File: src/rtl/if_pkg.sv
// Shared types and constants for the instruction-fetch PC generator.
package if_pkg;

  localparam int unsigned XLEN = 64;
  localparam int unsigned ILEN = 32;

  localparam logic [ILEN-1:0] NOP_INST = 32'h0000_0013;

  typedef enum logic [1:0] {
    ST_IDLE = 2'd0,
    ST_REQ  = 2'd1,
    ST_WAIT = 2'd2,
    ST_HOLD = 2'd3
  } if_state_e;

endpackage

File: src/rtl/if_pc_gen.sv
// Instruction-fetch PC generator: one outstanding imem request, redirect
// handling with in-flight response dropping, and a held IFR output slot.
// Optional macro IFP_PERF_CNT_EN adds fetch/redirect performance counters.
module if_pc_gen
  import if_pkg::*;
#(
  parameter logic [XLEN-1:0] RESET_PC = 64'h0000_0000_8000_0000
) (
  input  logic            clk,
  input  logic            rst,
  input  logic            stall_IFP,
  input  logic            branch_taken_IFP,
  input  logic [XLEN-1:0] branch_target_IFP,
  output logic            imem_req_valid,
  output logic [XLEN-1:0] imem_req_addr,
  input  logic            imem_req_ready,
  input  logic            imem_resp_valid,
  input  logic [ILEN-1:0] imem_resp_data,
  output logic            inst_valid_IFR,
  output logic [XLEN-1:0] pc_IFR,
  output logic [ILEN-1:0] inst_IFR,
`ifdef IFP_PERF_CNT_EN
  output logic [63:0]     fetch_cnt,
  output logic [63:0]     redirect_cnt,
`endif
  output logic            misalign_IFP
);

  if_state_e       state_q, state_d;
  logic [XLEN-1:0] pc_q, pc_d;
  logic            drop_q, drop_d;
  logic            req_valid_q, req_valid_d;
  logic            inst_valid_q, inst_valid_d;
  logic [XLEN-1:0] pc_ifr_q, pc_ifr_d;
  logic [ILEN-1:0] inst_q, inst_d;
  logic            misalign_q, misalign_d;
  logic            capture_c;

  // Next-state and datapath update; a redirect outranks every other event.
  always_comb begin
    state_d      = state_q;
    pc_d         = pc_q;
    drop_d       = drop_q;
    inst_valid_d = inst_valid_q;
    pc_ifr_d     = pc_ifr_q;
    inst_d       = inst_q;
    misalign_d   = 1'b0;
    capture_c    = 1'b0;

    if (branch_taken_IFP) begin
      pc_d         = {branch_target_IFP[XLEN-1:2], 2'b00};
      inst_valid_d = 1'b0;
      misalign_d   = |branch_target_IFP[1:0];
      unique case (state_q)
        ST_REQ: begin
          if (imem_req_ready) begin
            state_d = ST_WAIT;
            drop_d  = 1'b1;
          end else begin
            state_d = ST_REQ;
          end
        end
        ST_WAIT: begin
          if (imem_resp_valid) begin
            state_d = ST_REQ;
            drop_d  = 1'b0;
          end else begin
            drop_d  = 1'b1;
          end
        end
        default: state_d = ST_REQ;
      endcase
    end else begin
      unique case (state_q)
        ST_IDLE: state_d = ST_REQ;
        ST_REQ: begin
          if (imem_req_ready) state_d = ST_WAIT;
        end
        ST_WAIT: begin
          if (imem_resp_valid) begin
            if (drop_q) begin
              drop_d  = 1'b0;
              state_d = ST_REQ;
            end else begin
              capture_c    = 1'b1;
              inst_d       = imem_resp_data;
              pc_ifr_d     = pc_q;
              inst_valid_d = 1'b1;
              pc_d         = pc_q + XLEN'(4);
              state_d      = ST_HOLD;
            end
          end
        end
        ST_HOLD: begin
          if (!stall_IFP) begin
            inst_valid_d = 1'b0;
            state_d      = ST_REQ;
          end
        end
        default: state_d = ST_IDLE;
      endcase
    end

    req_valid_d = (state_d == ST_REQ);
  end

  // State and output registers with synchronous reset.
  always_ff @(posedge clk) begin
    if (rst) begin
      state_q      <= ST_IDLE;
      pc_q         <= RESET_PC;
      drop_q       <= 1'b0;
      req_valid_q  <= 1'b0;
      inst_valid_q <= 1'b0;
      pc_ifr_q     <= '0;
      inst_q       <= NOP_INST;
      misalign_q   <= 1'b0;
    end else begin
      state_q      <= state_d;
      pc_q         <= pc_d;
      drop_q       <= drop_d;
      req_valid_q  <= req_valid_d;
      inst_valid_q <= inst_valid_d;
      pc_ifr_q     <= pc_ifr_d;
      inst_q       <= inst_d;
      misalign_q   <= misalign_d;
    end
  end

`ifdef IFP_PERF_CNT_EN
  logic [63:0] fetch_cnt_q, fetch_cnt_d;
  logic [63:0] redirect_cnt_q, redirect_cnt_d;

  // Counter increments for captured instructions and redirect cycles.
  always_comb begin
    fetch_cnt_d    = fetch_cnt_q + 64'(capture_c);
    redirect_cnt_d = redirect_cnt_q + 64'(branch_taken_IFP);
  end

  // Counter registers, wrapping naturally at 2^64.
  always_ff @(posedge clk) begin
    if (rst) begin
      fetch_cnt_q    <= '0;
      redirect_cnt_q <= '0;
    end else begin
      fetch_cnt_q    <= fetch_cnt_d;
      redirect_cnt_q <= redirect_cnt_d;
    end
  end

  assign fetch_cnt    = fetch_cnt_q;
  assign redirect_cnt = redirect_cnt_q;
`endif

  assign imem_req_valid = req_valid_q;
  assign imem_req_addr  = pc_q;
  assign inst_valid_IFR = inst_valid_q;
  assign pc_IFR         = pc_ifr_q;
  assign inst_IFR       = inst_q;
  assign misalign_IFP   = misalign_q;

endmodule

File: config.mk
export PLATFORM = sky130hd
export DESIGN_NAME = if_pc_gen
export DESIGN_NICKNAME = d
export VERILOG_FILES = /design/src/rtl/if_pkg.sv /design/src/rtl/if_pc_gen.sv
export SDC_FILE = /design/constraint.sdc
export NUM_CORES = 1
export LEC_CHECK = 0
export ABC_CLOCK_PERIOD_IN_PS = 4850
export CORE_MARGIN = 3
export CORE_UTILIZATION = 49
export DETAILED_ROUTE_END_ITERATION = 8
export PLACE_DENSITY = 0.84
export SYNTH_ARGS = -nofsm -noshare
export SYNTH_HDL_FRONTEND = slang
export SYNTH_SLANG_ARGS = --single-unit
File: constraint.sdc
create_clock -name clk -period 4.85 [get_ports clk]
set_input_delay 1.2125 -clock clk [delete_from_list [all_inputs] [get_ports clk]]
set_output_delay 1.2125 -clock clk [all_outputs]
set_load 0.02 [all_outputs]
==> results by group <==
Status
  – Outcome: finished, final reports clean

Critical path
  – Maximum fanout along the worst path: 17
  – CP bufs+invs: 1
  – FF-to-FF End: imem_req_addr[63]
  – R2r setup slk: between 1.5 and 2 ns
  – Cell Chain, Critical Path: clkdlybuf4s50_1 -> nand4_1 -> or4b_1 -> or3_1 -> or4_1 -> a311oi_1
  – Reg2reg path depth: 6
  – Top delay family on crit path: simple AND/OR/NAND/NOR gates
  – Critical path origin: imem_resp_valid
  – Slowest stage delay, CP: ~0.81 ns
  – Worst EP required: 5.17 ns
  – Arrival @ worst endpoint: approximately 4.1 ns
  – CP max stage cell: or4b_1
  – Setup Crit Path Kind: input port to flip-flop
  – Setup crit end kind: flip-flop
  – R2R Path Start: state_q[1]
  – Kind of launch point of the worst setup path: input port

Route
  – Highest metal used: met5
  – DRT Pass-1 Iters: 5
  – Final wirelength: roughly 24000 um
  – 1st-iter DRT viols: roughly 550
  – DR DRC count: 0
  – Post-DR vias/cell: around 5.7
  – Via count: between 7000 and 8000
  – DRT met1 WL: 9730 um
  – Met3 wire length: between 2000 and 2500 um
  – Post-DRT Antenna Nets: 0
  – Routed wl met2: 11800 um
  – Drt wl/cell: approximately 18 um

Layout
  – Commonest non-fill, non-tap cell in the layout: clkdlybuf4s50_1
  – Fin nets: 1278
  – Final non-filler cell total: 1367
  – Area Overhead vs Synth: 43.1%
  – Layout cell share with drive strength beyond 1: 0.0482
  – Commonest non-fill, non-tap cells in the layout: clkdlybuf4s50_1 (258), nand2_1 (220), dfxtp_1 (162)
  – Layout filler cell count: around 1200

Die
  – Starting Density: 0.508
  – FP Rows: 44
  – Core Area: 0.0148 sq mm
  – I/O pin count: 265
  – Die Width: 130 um
  – Die Ht: 130 um
  – Die area: 0.0168 sq mm

Clock network
  – CTS H-tree depth: 4
  – Later-pin clock latency in the skew report: about 0.42 ns
  – PostCTS Resize Cnt: 0
  – Hold buffers post-CTS: 0
  – Num CTS Buffers: 17
  – Clk sinks: 162
  – Reg clk slew, reported paths: ~0.06 ns
  – CTS Root Buffer Type: clkbuf_16
  – Setup Buffers After CTS: 0
  – TritonCTS clock tree: built
  – Worst-case clock buffer depth: 2

GRT
  – Vias in the first global route: 7227
  – First-pass GRT wire length: around 38000 um
  – Total GRT Usage: 0.280
  – Total grt overflow: 0
  – Largest net degree at the start of global routing: between 90 and 100
  – Initial antenna violation count: 1

Power and ir drop
  – PD cells: 301 mW/mm^2
  – Peak VDD IR: between 0.3 and 0.4 mV
  – Leakage power: between 3 and 4 nW
  – Pint: between 2 and 2.5 mW
  – Seq pwr share: 0.451
  – Switching Share: 0.251
  – Part of the power in combinational logic: 0.110
  – Clock power frac: 0.438
  – NetSw: 810 uW

Job
  – Max-cap violation count: 0

Worst hold path
  – Worst min path class: flip-flop to flip-flop
  – Min-delay src: inst_IFR[14]
  – WHS Endpoint: inst_IFR[14]
  – Hold Path Stages: 2

Timing
  – Slew headroom: 0.312
  – # setup viols final: 0
  – Unrepaired setup endpoints after global routing: false
  – Achievable Freq: 0.267 GHz
  – Final setup TNS: 0 ns
  – Endpoints failing hold: 0
  – Max Slew Vio Count: 0
  – Worst setup margin: 1.10 ns
  – Worst-Margin Slew: 1.03 ns
  – Minimum clock period: 3.75 ns
  – Period utilisation layout: 0.773
  – Clk_skew: ~0.008 ns

Logic synthesis
  – EDFF count, synth: 0
  – Yosys warning count: 0
  – Netlist cell types: 62
  – Ys async rst share: 0
  – Post-synth design cell area: approximately 0.0075 sq mm
  – FF+latch count, synth: 162
  – Syn_area_per_cell: roughly 7.8 sq um
  – Synthesized instance count: between 900 and 1000
  – Ys flop type: dfxtp_1
  – Seq/Total Area, Yosys: 0.433

Placed design
  – Routability cong.: 0.879
  – Port Buffers: 260
  – DP Wirelength: roughly 17000 um
  – Post-Place Cells: 1334
  – Setup WS pre-CTS: roughly 0.71 ns
[registers in the layout (all words and copies together), names as in the netlist]
register        cells
misalign_IFP        1
imem_req_valid      1
inst_valid_IFR      1
inst_IFR           32
drop_q              1
imem_req_addr      62
pc_IFR             62
state_q             2
[layout make-up]
class | instances | area (sq um) | share of cell area
clock inverter | 11 | 151 | 0.0141
sequential | 162 | 3240 | 0.302
antenna | 1 | 2.50 | 0.000233
timing repair buffer | 268 | 2670 | 0.249
inverter | 17 | 63.8 | 0.00595
tap | 184 | 230 | 0.0215
multi-input combinational | 703 | 3900 | 0.363
clock buffer | 21 | 470 | 0.0439
[worst reg2reg max path, cell delays in order, from the launching register on]
cell and delay (ns):
dfxtp_1 0.45, ha_1 0.36, nand4_1 0.19, or4b_1 0.81, or3_1 0.48, or4_1 0.50
a311oi_1 0.27
[cell families after synthesis]
group                    Yosys count  synth area share
flip-flops                       162             0.433
other                              1          0.000500
XOR/XNOR                          33            0.0386
buffers and inverters             93            0.0506
AO/OA/AOI/OAI                    189             0.156
AND/OR/NAND/NOR                  462             0.299
multiplexers                       8            0.0107
adder cells (fa/ha/maj)            7            0.0117
[per-stage QoR]
| stage | power [mW] | instance area (sq um) | util | hold WS (ns) |
|---|---|---|---|---|
| floorplan | 1.63 | 7500 | - | 0.535 |
| global placement | 1.83 | 10100 | 0.685 | 0.440 |
| detailed placement | 1.84 | 10100 | 0.685 | 0.446 |
| CTS | 3.24 | 10700 | 0.727 | 0.454 |
| global route | 3.33 | 10700 | 0.727 | 0.469 |
| finish | 3.22 | 10700 | 0.727 | 0.452 |
[routing by layer]
layer	global-route usage	up-vias
met1	0.334	3644
met5	0	-
met2	0.476	326
met3	0.0944	40
li1	-	3799
met4	0.0886	2
[cell usage after synthesis (13+ instances only)]
master,number,area (sq um)
a211oi_1,31,233
a21oi_1,105,526
a311oi_1,13,114
and4_1,14,123
clkbuf_1,53,199
dfxtp_1,162,3240
inv_1,16,60.1
nand2_1,220,826
nand3_1,34,170
nand4_1,22,138
nor2_1,70,263
nor4_1,20,125
xnor2_1,22,193
[power groups by stage]
stage          Sequential, mW  Combinational [mW]  Clock (mW)
3_5_place_dp             1.48               0.355           0
6_report                 1.46               0.356        1.41
2_1_floorplan            1.50               0.132           0
5_1_grt                  1.46               0.383        1.48
3_3_place_gp             1.48               0.350           0
4_1_cts                  1.45               0.358        1.43
[worst max path at each step]
stage | to | slack, ns | cells past startpoint
global placement | imem_req_addr[63] | 0.78 | 6
detailed placement | imem_req_addr[63] | 0.71 | 6
CTS | imem_req_addr[63] | 1.13 | 6
floorplan | imem_req_addr[63] | 1.70 | 6
finish | imem_req_addr[63] | 1.10 | 6
global route | imem_req_addr[53] | 0.95 | 6
Power figures use the tool's default switching activity.
